`config.mk`:
```
export PLATFORM = sky130hd
export DESIGN_NAME = mem_port_arbiter
export DESIGN_NICKNAME = d
export VERILOG_FILES = /design/src/rtl/mem_port_arbiter_pkg.sv /design/src/rtl/mem_port_arbiter_mux2to1.sv /design/src/rtl/mem_port_arbiter.sv
export SDC_FILE = /design/constraint.sdc
export NUM_CORES = 1
export LEC_CHECK = 0
export ABC_AREA = 1
export ABC_CLOCK_PERIOD_IN_PS = 2200
export CORE_MARGIN = 1.5
export CORE_UTILIZATION = 23
export CTS_CLUSTER_SIZE = 24
export DETAILED_ROUTE_END_ITERATION = 7
export PLACE_DENSITY_LB_ADDON = 0.05
export SLEW_MARGIN = 20
export SYNTH_ARGS = -nofsm -noshare
export SYNTH_HDL_FRONTEND = slang
export SYNTH_SLANG_ARGS = --single-unit
```
`constraint.sdc`:
```
create_clock -name i_clk -period 2.2 [get_ports i_clk]
set_clock_uncertainty 0.05 [all_clocks]
set_input_delay 0.44 -clock i_clk [delete_from_list [all_inputs] [get_ports i_clk]]
set_output_delay 0.44 -clock i_clk [all_outputs]
set_load 0.01 [all_outputs]
```
`src/rtl/mem_port_arbiter_pkg.sv`:
```
// Encodings and the idle-state owner pick shared by the data-memory port arbiter.
package mem_port_arbiter_pkg;

   localparam logic [1:0] ST_IDLE  = 2'd0;
   localparam logic [1:0] ST_OWN_A = 2'd1;
   localparam logic [1:0] ST_OWN_B = 2'd2;

   localparam logic SEL_A = 1'b0;
   localparam logic SEL_B = 1'b1;

   // A lone requester wins; a tie goes to whoever was not served last.
   function automatic logic [1:0] pick_owner(input logic req_a,
                                             input logic req_b,
                                             input logic last_served);
      logic [1:0] st;
      if (req_a && req_b) begin
         st = (last_served == SEL_A) ? ST_OWN_B : ST_OWN_A;
      end else if (req_a) begin
         st = ST_OWN_A;
      end else if (req_b) begin
         st = ST_OWN_B;
      end else begin
         st = ST_IDLE;
      end
      return st;
   endfunction

endpackage

```
`src/rtl/mem_port_arbiter_mux2to1.sv`:
```
// Two-input command mux; select encoding follows the arbiter owner select.
module mem_port_arbiter_mux2to1
   import mem_port_arbiter_pkg::*;
#(
   parameter int NB = 1
) (
   input  logic [NB-1:0] i_d0,
   input  logic [NB-1:0] i_d1,
   input  logic          i_sel,
   output logic [NB-1:0] o_y
);

   assign o_y = (i_sel == SEL_B) ? i_d1 : i_d0;

endmodule

```
`src/rtl/mem_port_arbiter.sv`:
```
// Round-robin owner of the data-memory port shared by the MEM stage (A) and the debug unit (B),
// with a burst cap so a busy owner cannot starve the other side.
module mem_port_arbiter
   import mem_port_arbiter_pkg::*;
#(
   parameter int NB_DATA   = 32,
   parameter int NB_ADDR   = 10,
   parameter int MAX_BURST = 4
) (
   input  logic               i_clk,
   input  logic               i_reset,
   input  logic               i_req_a,
   input  logic               i_we_a,
   input  logic [NB_ADDR-1:0] i_addr_a,
   input  logic [NB_DATA-1:0] i_wdata_a,
   input  logic               i_req_b,
   input  logic               i_we_b,
   input  logic [NB_ADDR-1:0] i_addr_b,
   input  logic [NB_DATA-1:0] i_wdata_b,
   output logic               o_gnt_a,
   output logic               o_gnt_b,
   output logic               o_rvalid_a,
   output logic               o_rvalid_b,
   output logic [NB_DATA-1:0] o_rdata,
   output logic               o_sel,
   output logic               o_mem_en,
   output logic               o_mem_we,
   output logic [NB_ADDR-1:0] o_mem_addr,
   output logic [NB_DATA-1:0] o_mem_wdata,
   input  logic [NB_DATA-1:0] i_mem_rdata
);

   localparam int NB_CNT = $clog2(MAX_BURST + 1);
   localparam logic [NB_CNT-1:0] CNT_MAX = NB_CNT'(MAX_BURST);
   localparam logic [NB_CNT-1:0] CNT_ONE = NB_CNT'(1);

   logic [1:0]        state_q, state_d;
   logic              sel_q, sel_d;
   logic              last_q, last_d;
   logic [NB_CNT-1:0] burst_q, burst_d, burst_inc;
   logic              rvalid_a_q, rvalid_b_q;
   logic              gnt_a, gnt_b, issue;
   logic              we_mux;

   assign gnt_a     = (state_q == ST_OWN_A) && i_req_a;
   assign gnt_b     = (state_q == ST_OWN_B) && i_req_b;
   assign issue     = gnt_a || gnt_b;
   assign burst_inc = (burst_q == CNT_MAX) ? burst_q : burst_q + CNT_ONE;

   // Ownership transitions; a burst-capped owner hands over with no dead cycle.
   always_comb begin
      state_d = state_q;
      last_d  = last_q;
      case (state_q)
         ST_IDLE: begin
            state_d = pick_owner(i_req_a, i_req_b, last_q);
         end
         ST_OWN_A: begin
            if (gnt_a) begin
               last_d = SEL_A;
               if ((burst_inc == CNT_MAX) && i_req_b) begin
                  state_d = ST_OWN_B;
               end else begin
                  state_d = ST_OWN_A;
               end
            end else begin
               state_d = i_req_b ? ST_OWN_B : ST_IDLE;
            end
         end
         ST_OWN_B: begin
            if (gnt_b) begin
               last_d = SEL_B;
               if ((burst_inc == CNT_MAX) && i_req_a) begin
                  state_d = ST_OWN_A;
               end else begin
                  state_d = ST_OWN_B;
               end
            end else begin
               state_d = i_req_a ? ST_OWN_A : ST_IDLE;
            end
         end
         default: begin
            state_d = ST_IDLE;
         end
      endcase
   end

   // Burst count restarts on every ownership change; select follows the new owner, held in IDLE.
   always_comb begin
      if (state_d != state_q) begin
         burst_d = '0;
      end else if (issue) begin
         burst_d = burst_inc;
      end else begin
         burst_d = burst_q;
      end
      if (state_d == ST_OWN_A) begin
         sel_d = SEL_A;
      end else if (state_d == ST_OWN_B) begin
         sel_d = SEL_B;
      end else begin
         sel_d = sel_q;
      end
   end

   // State, counter and read-return registers; reset drops any read in flight.
   always_ff @(posedge i_clk or posedge i_reset) begin
      if (i_reset) begin
         state_q    <= ST_IDLE;
         sel_q      <= SEL_A;
         last_q     <= SEL_B;
         burst_q    <= '0;
         rvalid_a_q <= 1'b0;
         rvalid_b_q <= 1'b0;
      end else begin
         state_q    <= state_d;
         sel_q      <= sel_d;
         last_q     <= last_d;
         burst_q    <= burst_d;
         rvalid_a_q <= gnt_a && !i_we_a;
         rvalid_b_q <= gnt_b && !i_we_b;
      end
   end

   mem_port_arbiter_mux2to1 #(.NB(NB_ADDR)) u_mux_addr (
      .i_d0 (i_addr_a),
      .i_d1 (i_addr_b),
      .i_sel(sel_q),
      .o_y  (o_mem_addr)
   );

   mem_port_arbiter_mux2to1 #(.NB(NB_DATA)) u_mux_wdata (
      .i_d0 (i_wdata_a),
      .i_d1 (i_wdata_b),
      .i_sel(sel_q),
      .o_y  (o_mem_wdata)
   );

   mem_port_arbiter_mux2to1 #(.NB(1)) u_mux_we (
      .i_d0 (i_we_a),
      .i_d1 (i_we_b),
      .i_sel(sel_q),
      .o_y  (we_mux)
   );

   assign o_gnt_a    = gnt_a;
   assign o_gnt_b    = gnt_b;
   assign o_rvalid_a = rvalid_a_q;
   assign o_rvalid_b = rvalid_b_q;
   assign o_rdata    = i_mem_rdata;
   assign o_sel      = sel_q;
   assign o_mem_en   = issue;
   assign o_mem_we   = issue && we_mux;

endmodule

```
==> results.tsv <==
metric	value	unit
share of post-route cells with drive strength above 1	27.6	%
detailed-route DRC error count	0	
top cell type's share of synthesized area	35.2	%
PD cells	871	mW/mm2
area share of fa/ha/maj cells after synthesis	2.80	%
CTS Sinks	9	
row count	27	
number of diodes	0	
Detailed Route WL	5370	um
Fin Hold WS	0.427	ns
Worst Path Buf+Inv	2	
total power	2.41	mW
H-tree depth	1	
post-synthesis mux area share	36.0	%
FMAX	0.463	GHz
fin crit share	98.1	%
Crit Path Class	reg -> out	
post-synthesis xor/xnor area fraction	0	%
number of setup buffers added after CTS	0	
crit start category	register	
root buf cell	clkbuf_8	
Initial DRC Count	10	
Synth area leader	mux2_2	
antenna viol nets, final	0	
CP top delay family	buffers and inverters	
post-layout instance area	0.00277	mm2
critical path cell sequence	buf_12, mux2_2, clkdlybuf4s50_1	
WL/cell	15.3	um
Max Root-Sink Buffers	2	
Post-Place Cell Area	0.00267	mm2
via count	1496	
setup TNS	0	ns
setup violators final	0	
core area	0.00557	mm2
Peak supply drop	484	uV
top cells by area, synth	mux2_2, buf_4, dfrtp_1, nand2_1, inv_1	
die footprint	0.00630	mm2
Die Y	79.4	um
CP arrival	1.67	ns
Slew HR	75.1	%
drt pass-1 iters	4	
Max stage delay on crit path	0.50	ns
register area share after synthesis	16.9	%
max_cap viols	0	
post-synthesis cell area	0.00134	mm2
status	finished, final reports clean	
CP Data Required Time	1.71	ns
clock input transition at the sequential cells of the worst setup and hold paths	0.05	ns
CP Capture Type	output port	
complex-gate fraction of the synthesized area	1.86	%
CTS Buf Count	3	
fraction of the mapped netlist area in simple logic gates	18.9	%
total gr overflow	0	
initial antenna violation count	0	
vias in the first global route	1443	
filler instances	524	
Seq. cell area	228	um2
Max Fanout on Critical Path	21	
chip width	79.4	um
fin crit period	2.16	ns
Initial Util	24.1	%
IO buf count	138	
Area growth syn-to-layout	106	%
Cells after Synth	162	
Post-Syn Nets	287	
GPL Wtd Cong	0.759	
insertion delay to the later sink of the worst-skew pair	0.23	ns
Hold Vio Cnt, Final	0	
leak pwr	1.35	nW
nets	405	
Final Max Slew Viols	0	
global-route wire length before repair	7580	um
largest family of logic cells by synthesized area	multiplexers	
Total GRT Usage	15.5	%
Min-Delay Path Class	in -> async	
DR vias/cell	4.26	
slew of the pin with the lowest slew margin	0.373	ns
area of the multi-input gates	805	um2
Ports	203	
largest net degree at the start of global routing	25	
CP max-delay cell	clkdlybuf4s50_1	
syn avg cell area	8.29	um2
#FFs+latches synth	9	
CTS tree	yes	
count of cell types in the netlist	18	
dpl hpwl	4460	um
yosys warns	0	
## path summary, 6_finish.rpt
check	to	slack, ns	startpoint	depth (start not counted)
setup / recovery	o_mem_addr[6]	0.04	o_sel$_DFFE_PP0P_	3
hold / removal	burst_q[1]$_DFFE_PP0P_	0.43	i_reset	2
setup reg to reg	o_sel$_DFFE_PP0P_	0.22	burst_q[0]$_DFFE_PP0P_	14
hold reg to reg	last_q$_DFFE_PP1P_	0.47	last_q$_DFFE_PP1P_	2
max in group asynchronous	last_q$_DFFE_PP1P_	1.37	i_reset	2
min in group i_clk	last_q$_DFFE_PP1P_	0.47	last_q$_DFFE_PP1P_	2
## Yosys cell counts
cell and instances:
nand3_1 4, mux2i_1 1, buf_2 4, inv_2 1
dfstp_2 1, dfrtp_1 8, nor2_1 6, nand2_4 1
inv_1 13, clkbuf_1 1, o21ai_0 5, buf_4 32
nand3_2 4, nand2_2 6, ha_1 3, nand2_1 26
mux2_2 42, nor2_2 4
## per-layer routing
layer	vias up	global-route usage, %	wire length [um]
met5	-	0	0
met4	0	2.28	34
met3	8	6.51	694
met2	100	26.2	2600
met1	659	18.6	2040
li1	729	-	-
## cells in the final DEF (no fill, tap or decap), types with 3 or more instances in the layout
cell type	Yosys	layout
dfrtp_1	8	7
nand2_1	26	25
nor2_1	6	6
clkdlybuf4s50_1	0	113
nand2_2	6	7
dlygate4sd2_1	0	3
nand3_2	4	4
mux2_2	42	42
buf_4	32	10
inv_1	13	13
dlymetal6s2s_1	0	22
clkbuf_8	0	3
nor2_2	4	4
nand3_1	4	4
o21ai_0	5	5
## sequential cells by signal, summed over array words and instances, names as in the netlist
register,count
o_rvalid_b,1
o_rvalid_a,1
o_sel,1
last_q,1
state_q,2
burst_q,3
## layout make-up
class	count	share of cell area [%]
clock buffers	4	1.63
inverters	14	1.90
multi-input cells	102	29.1
flip-flops and latches	9	8.23
well taps	72	3.25
repair buffers	150	55.9
## cells by family (layout without fill, tap and decap cells)
group,after synthesis,in the layout
mux,43,43
fa+ha+maj,3,3
flops,9,9
simple gates,51,51
compound gates,5,5
buf+inv,51,168
## metrics by stage
step           worst slack [ns]  std cells  util [%]
2_1_floorplan             0.358        162         -
4_1_cts                  0.0139        351      48.6
3_5_place_dp             -0.137        347      47.8
3_3_place_gp             -0.139        347      47.8
5_1_grt               -0.000593        351      49.7
6_report                 0.0419        351      49.7
## what timing repair did
item,4_1_cts,5_1_grt
gates cloned,0,0
hold buffers,0,0
resized for setup,4,23
setup endpoints to repair,3,23
## power breakdown
| group | total, mW | switching, mW | internal, mW | leakage (nW) |
|---|---|---|---|---|
| clock | 0.192 | 0.0658 | 0.126 | 0.0228 |
| sequential | 0.294 | 0.0599 | 0.234 | 0.115 |
| combinational | 1.92 | 0.811 | 1.11 | 1.21 |
| total | 2.41 | 0.936 | 1.47 | 1.35 |
Note: power is estimated with default switching activity, not from simulation.
==> variant 1: new RTL, config.mk and constraints unchanged <==
`MAX_BURST`: 4 -> 16.
--- a/src/rtl/mem_port_arbiter.sv
+++ b/src/rtl/mem_port_arbiter.sv
@@ -7,3 +7,3 @@
    parameter int NB_ADDR   = 10,
-   parameter int MAX_BURST = 4
+   parameter int MAX_BURST = 16
 ) (
Function: changed (Yosys sat finds a counterexample within 10 cycles, from zero or initial values and one cycle with i_reset high).
==> variant 1 against the unedited design <==
Utilization decreased by 1.6 points. Area after synthesis rose by 14%. Sequential share of layout area up 0.86 points. Largest cell class unchanged. Critical path type unchanged. Routed wire length rose by 20%. Die area increased by 13%. Total power is 17% higher. Worst setup slack better by 0.022 ns. Design area is 11% higher. Sequential cell count grew 2. Global-route usage increased by 0.62 points. Sequential power up 39%. Combinational power increased by 15%.
==> variant 1: results (changes against the unedited design) <==
stage;metric;value;unit;change
status;status;finished, final reports clean;;
power;p_int;1679;uW;+14%
timing;fin_ws;0.06390;ns;+0.02202 ns
worst_setup_path;setup.worst_path.end;o_mem_addr[2];;
place;dp_slack;-0.2004;ns;-0.06341 ns
route;vias;1638;;+9.5%
global_route;met1_usage;18.65;%;about the same
global_route;grt_usage;16.12;%;+0.62 points
place;place_area;2890;sq um;+8.4%
logic_synthesis;postSynthCellCount;182;;+12%
place;gp_congestion;0.8290;;+9.2%
logic_synthesis;synthTopCellsByCount;43 x mux2_2, 32 x buf_4, 22 x nand2_1;;
logic_synthesis;syn-num-nets;307;;+7.0%
layout;nFillCells;587;;+12%
layout;clk_share;1.468;%;-0.16 points
layout;n_all_buffers;160;;+6.7%
layout;layout-drive-gt1-share;33.77;%;+6.2 points
place;dpl.cell_count;375;;+8.1%
layout;seq_share;9.091;%;+0.86 points
layout;non_clock_buffer_area_share;53.57;%;-2.4 points
route;wl_per_cell;16.73;um;+9.4%
layout;seq_area;279.0;sq um;+23%
timing;relSlewSlack;69.96;%;-5.1 points
worst_setup_path;rr_worst_depth;15;;+1
layout;fin_nets;434;;+7.2%
global_route;grt_use_met3;4.031;%;-2.5 points
timing;fin_hold_ws;0.4451;ns;+0.01777 ns
route;routed_wl;6441;um;+20%
route;wl_met1;2460;um;+20%
layout;multi_input_area;929.6;sq um;+16%
worst_setup_path;worstPathArrival;1.65;ns;-0.02 ns
global_route;grt_util_met2;28.64;%;+2.4 points
worst_setup_path;cp_max_fo;18;;-14%
==> variant 1: cells by family (layout without fill, tap and decap cells) <==
family	after synthesis	in the layout	synth area share, %
buffers and inverters	58	184	22.91
flip-flops	11	11	18.09
multiplexers	43	43	31.67
AO/OA/AOI/OAI	12	12	6.137
AND/OR/NAND/NOR	55	55	18.74
adder cells (fa/ha/maj)	3	3	2.455
==> variant 1: power groups by stage <==
stage / registers, uW / logic, uW / clock network [uW]
after floorplan: 360 / 1240 / 0
after global placement: 408 / 2160 / 0
after detailed placement: 408 / 2150 / 0
after CTS: 407 / 2130 / 225
after global routing: 428 / 2370 / 237
final: 410 / 2200 / 217
==> variant 1: critical path, cell delays in order, from the launching register on <==
cell	delay (ns)
dfrtp_2	0.40
buf_12	0.16
mux2_2	0.35
clkdlybuf4s50_1	0.48
==> variant 1: repair_timing <==
item,CTS,global route
pin swaps,0,3
endpoints found under the setup margin,8,35
gates resized for setup,8,38
setup buffers,0,6
==> variant 2: new RTL, same settings <==
Without the edit above. Make the reset (`i_reset`) synchronous in one clocked block.
--- a/src/rtl/mem_port_arbiter.sv
+++ b/src/rtl/mem_port_arbiter.sv
@@ -106,3 +106,3 @@
    // State, counter and read-return registers; reset drops any read in flight.
-   always_ff @(posedge i_clk or posedge i_reset) begin
+   always_ff @(posedge i_clk) begin
       if (i_reset) begin
Check against the original RTL: differs if i_reset is asserted again (counterexample within 4 cycles, from zero or initial values and one cycle with i_reset high); with i_reset held inactive, the same outputs for 10 cycles.
==> variant 2 against the unedited design <==
Synthesized cell count unchanged. Sequential share of layout area is 1.4 points lower. Area after synthesis is 3.1% lower. Critical path depth unchanged. First-iteration DRC count increased to 2.6 times the old value. Sequential cell count stayed put. Routed wire length is 18% higher. Worst setup slack got worse by 0.00077 ns. Non-clock buffer count increased by 1. Design area fell by 2.2%. Maximum frequency about the same. Critical path type unchanged.
Power is not compared: it rests on default switching activity, and its combinational part moved more than twofold at a synthesized area within 25%.
==> variant 2: results (changes against the unedited design) <==
stage;metric;value;unit;change
status;status;finished, final reports clean;;
place;gp_congestion;0.8276;;+9.0%
logic_synthesis;synthMuxAreaShare;37.12;%;+1.1 points
global_route;met1_usage;20.65;%;+2.0 points
route;top_layer_used;met4;;
logic_synthesis;syn-num-nets;286;;-0.35%
logic_synthesis;synth_area_per_cell;8.032;sq um;-3.1%
clock_network;clock_latency;0.24;ns;
timing;tightest_slew;0.2343;ns;-0.1392 ns
place;dp_hpwl;5508;um;+24%
place;dp_slack;-0.2409;ns;-0.1039 ns
layout;nFillCells;537;;+2.5%
logic_synthesis;ys_seq_area_share;13.85;%;-3.0 points
clock_network;cts-root-buf;clkbuf_8;;
logic_synthesis;synthTopCellsByArea;mux2_2 36%, buf_4 18%, dfxtp_1 14%;;
route;drt-initial-drc-count;26;;+16
logic_synthesis;synth_cell_types;22;;+4
global_route;grt_max_degree;17;;-32%
logic_synthesis;synthTopCellsByCount;42 x mux2_2, 32 x buf_4, 20 x nand2_1;;
min_path;hold_class;flop to flop;;
logic_synthesis;synthAdderAreaFrac;1.923;%;-0.87 points
route;wl_per_cell;18.00;um;+18%
worst_setup_path;cp_max_fo;12;;-43%
logic_synthesis;synthFlopType;dfxtp_1;;
worst_setup_path;crit_family;buffers and inverters;;
logic_synthesis;synth_compound_area_share;2.885;%;+1.0 points
global_route;grt_util_met2;35.22;%;+9.0 points
route;met2_length;3179;um;+22%
global_route;grt_usage;19.79;%;+4.3 points
clock_network;cts_resized;9;;+5
worst_setup_path;cp_slowest_cell;clkdlybuf4s50_1;;
global_route;grt_pass1_wl;8976;um;+18%
route;vias;1473;;-1.5%
global_route;grt_use_met3;8.837;%;+2.3 points
route;routed_wl;6335;um;+18%
logic_synthesis;synth_xor_area_share;0;%;unchanged
route;wl_met3;776;um;+12%
layout;layout-drive-gt1-share;26.07;%;-1.5 points
route;wl_met1;2257;um;+10%
logic_synthesis;synthArstFlopShare;0;%;-100 points
variant 2: per-stage QoR:
stage,setup TNS (ns),area [sq um],utilization [%]
final,0,2706,49.45
after global routing,-0.002222,2706,49.45
after CTS,0,2655,48.51
after detailed placement,-0.4005,2613,47.74
after global placement,-0.3973,2613,47.74
after floorplan,0,1301,-
variant 2: layout make-up:
type / instances / area share (%)
flip-flops and latches: 9 / 6.796
clock buffers: 4 / 1.664
repair buffers: 151 / 56.54
multi-input cells: 101 / 29.59
inverters: 15 / 2.080
well taps: 72 / 3.329
variant 2: worst paths after layout:
path              cells past startpoint                 endpoint               startpoint  slack [ns]
hold / removal                        2      last_q$_SDFFE_PP1P_      last_q$_SDFFE_PP1P_        0.46
hold reg to reg                       2      last_q$_SDFFE_PP1P_      last_q$_SDFFE_PP1P_        0.46
setup / recovery                      3          o_mem_wdata[28]       o_sel$_SDFFE_PP0N_        0.04
setup reg to reg                     13  burst_q[1]$_SDFFE_PP0P_  burst_q[0]$_SDFFE_PP0P_        0.41
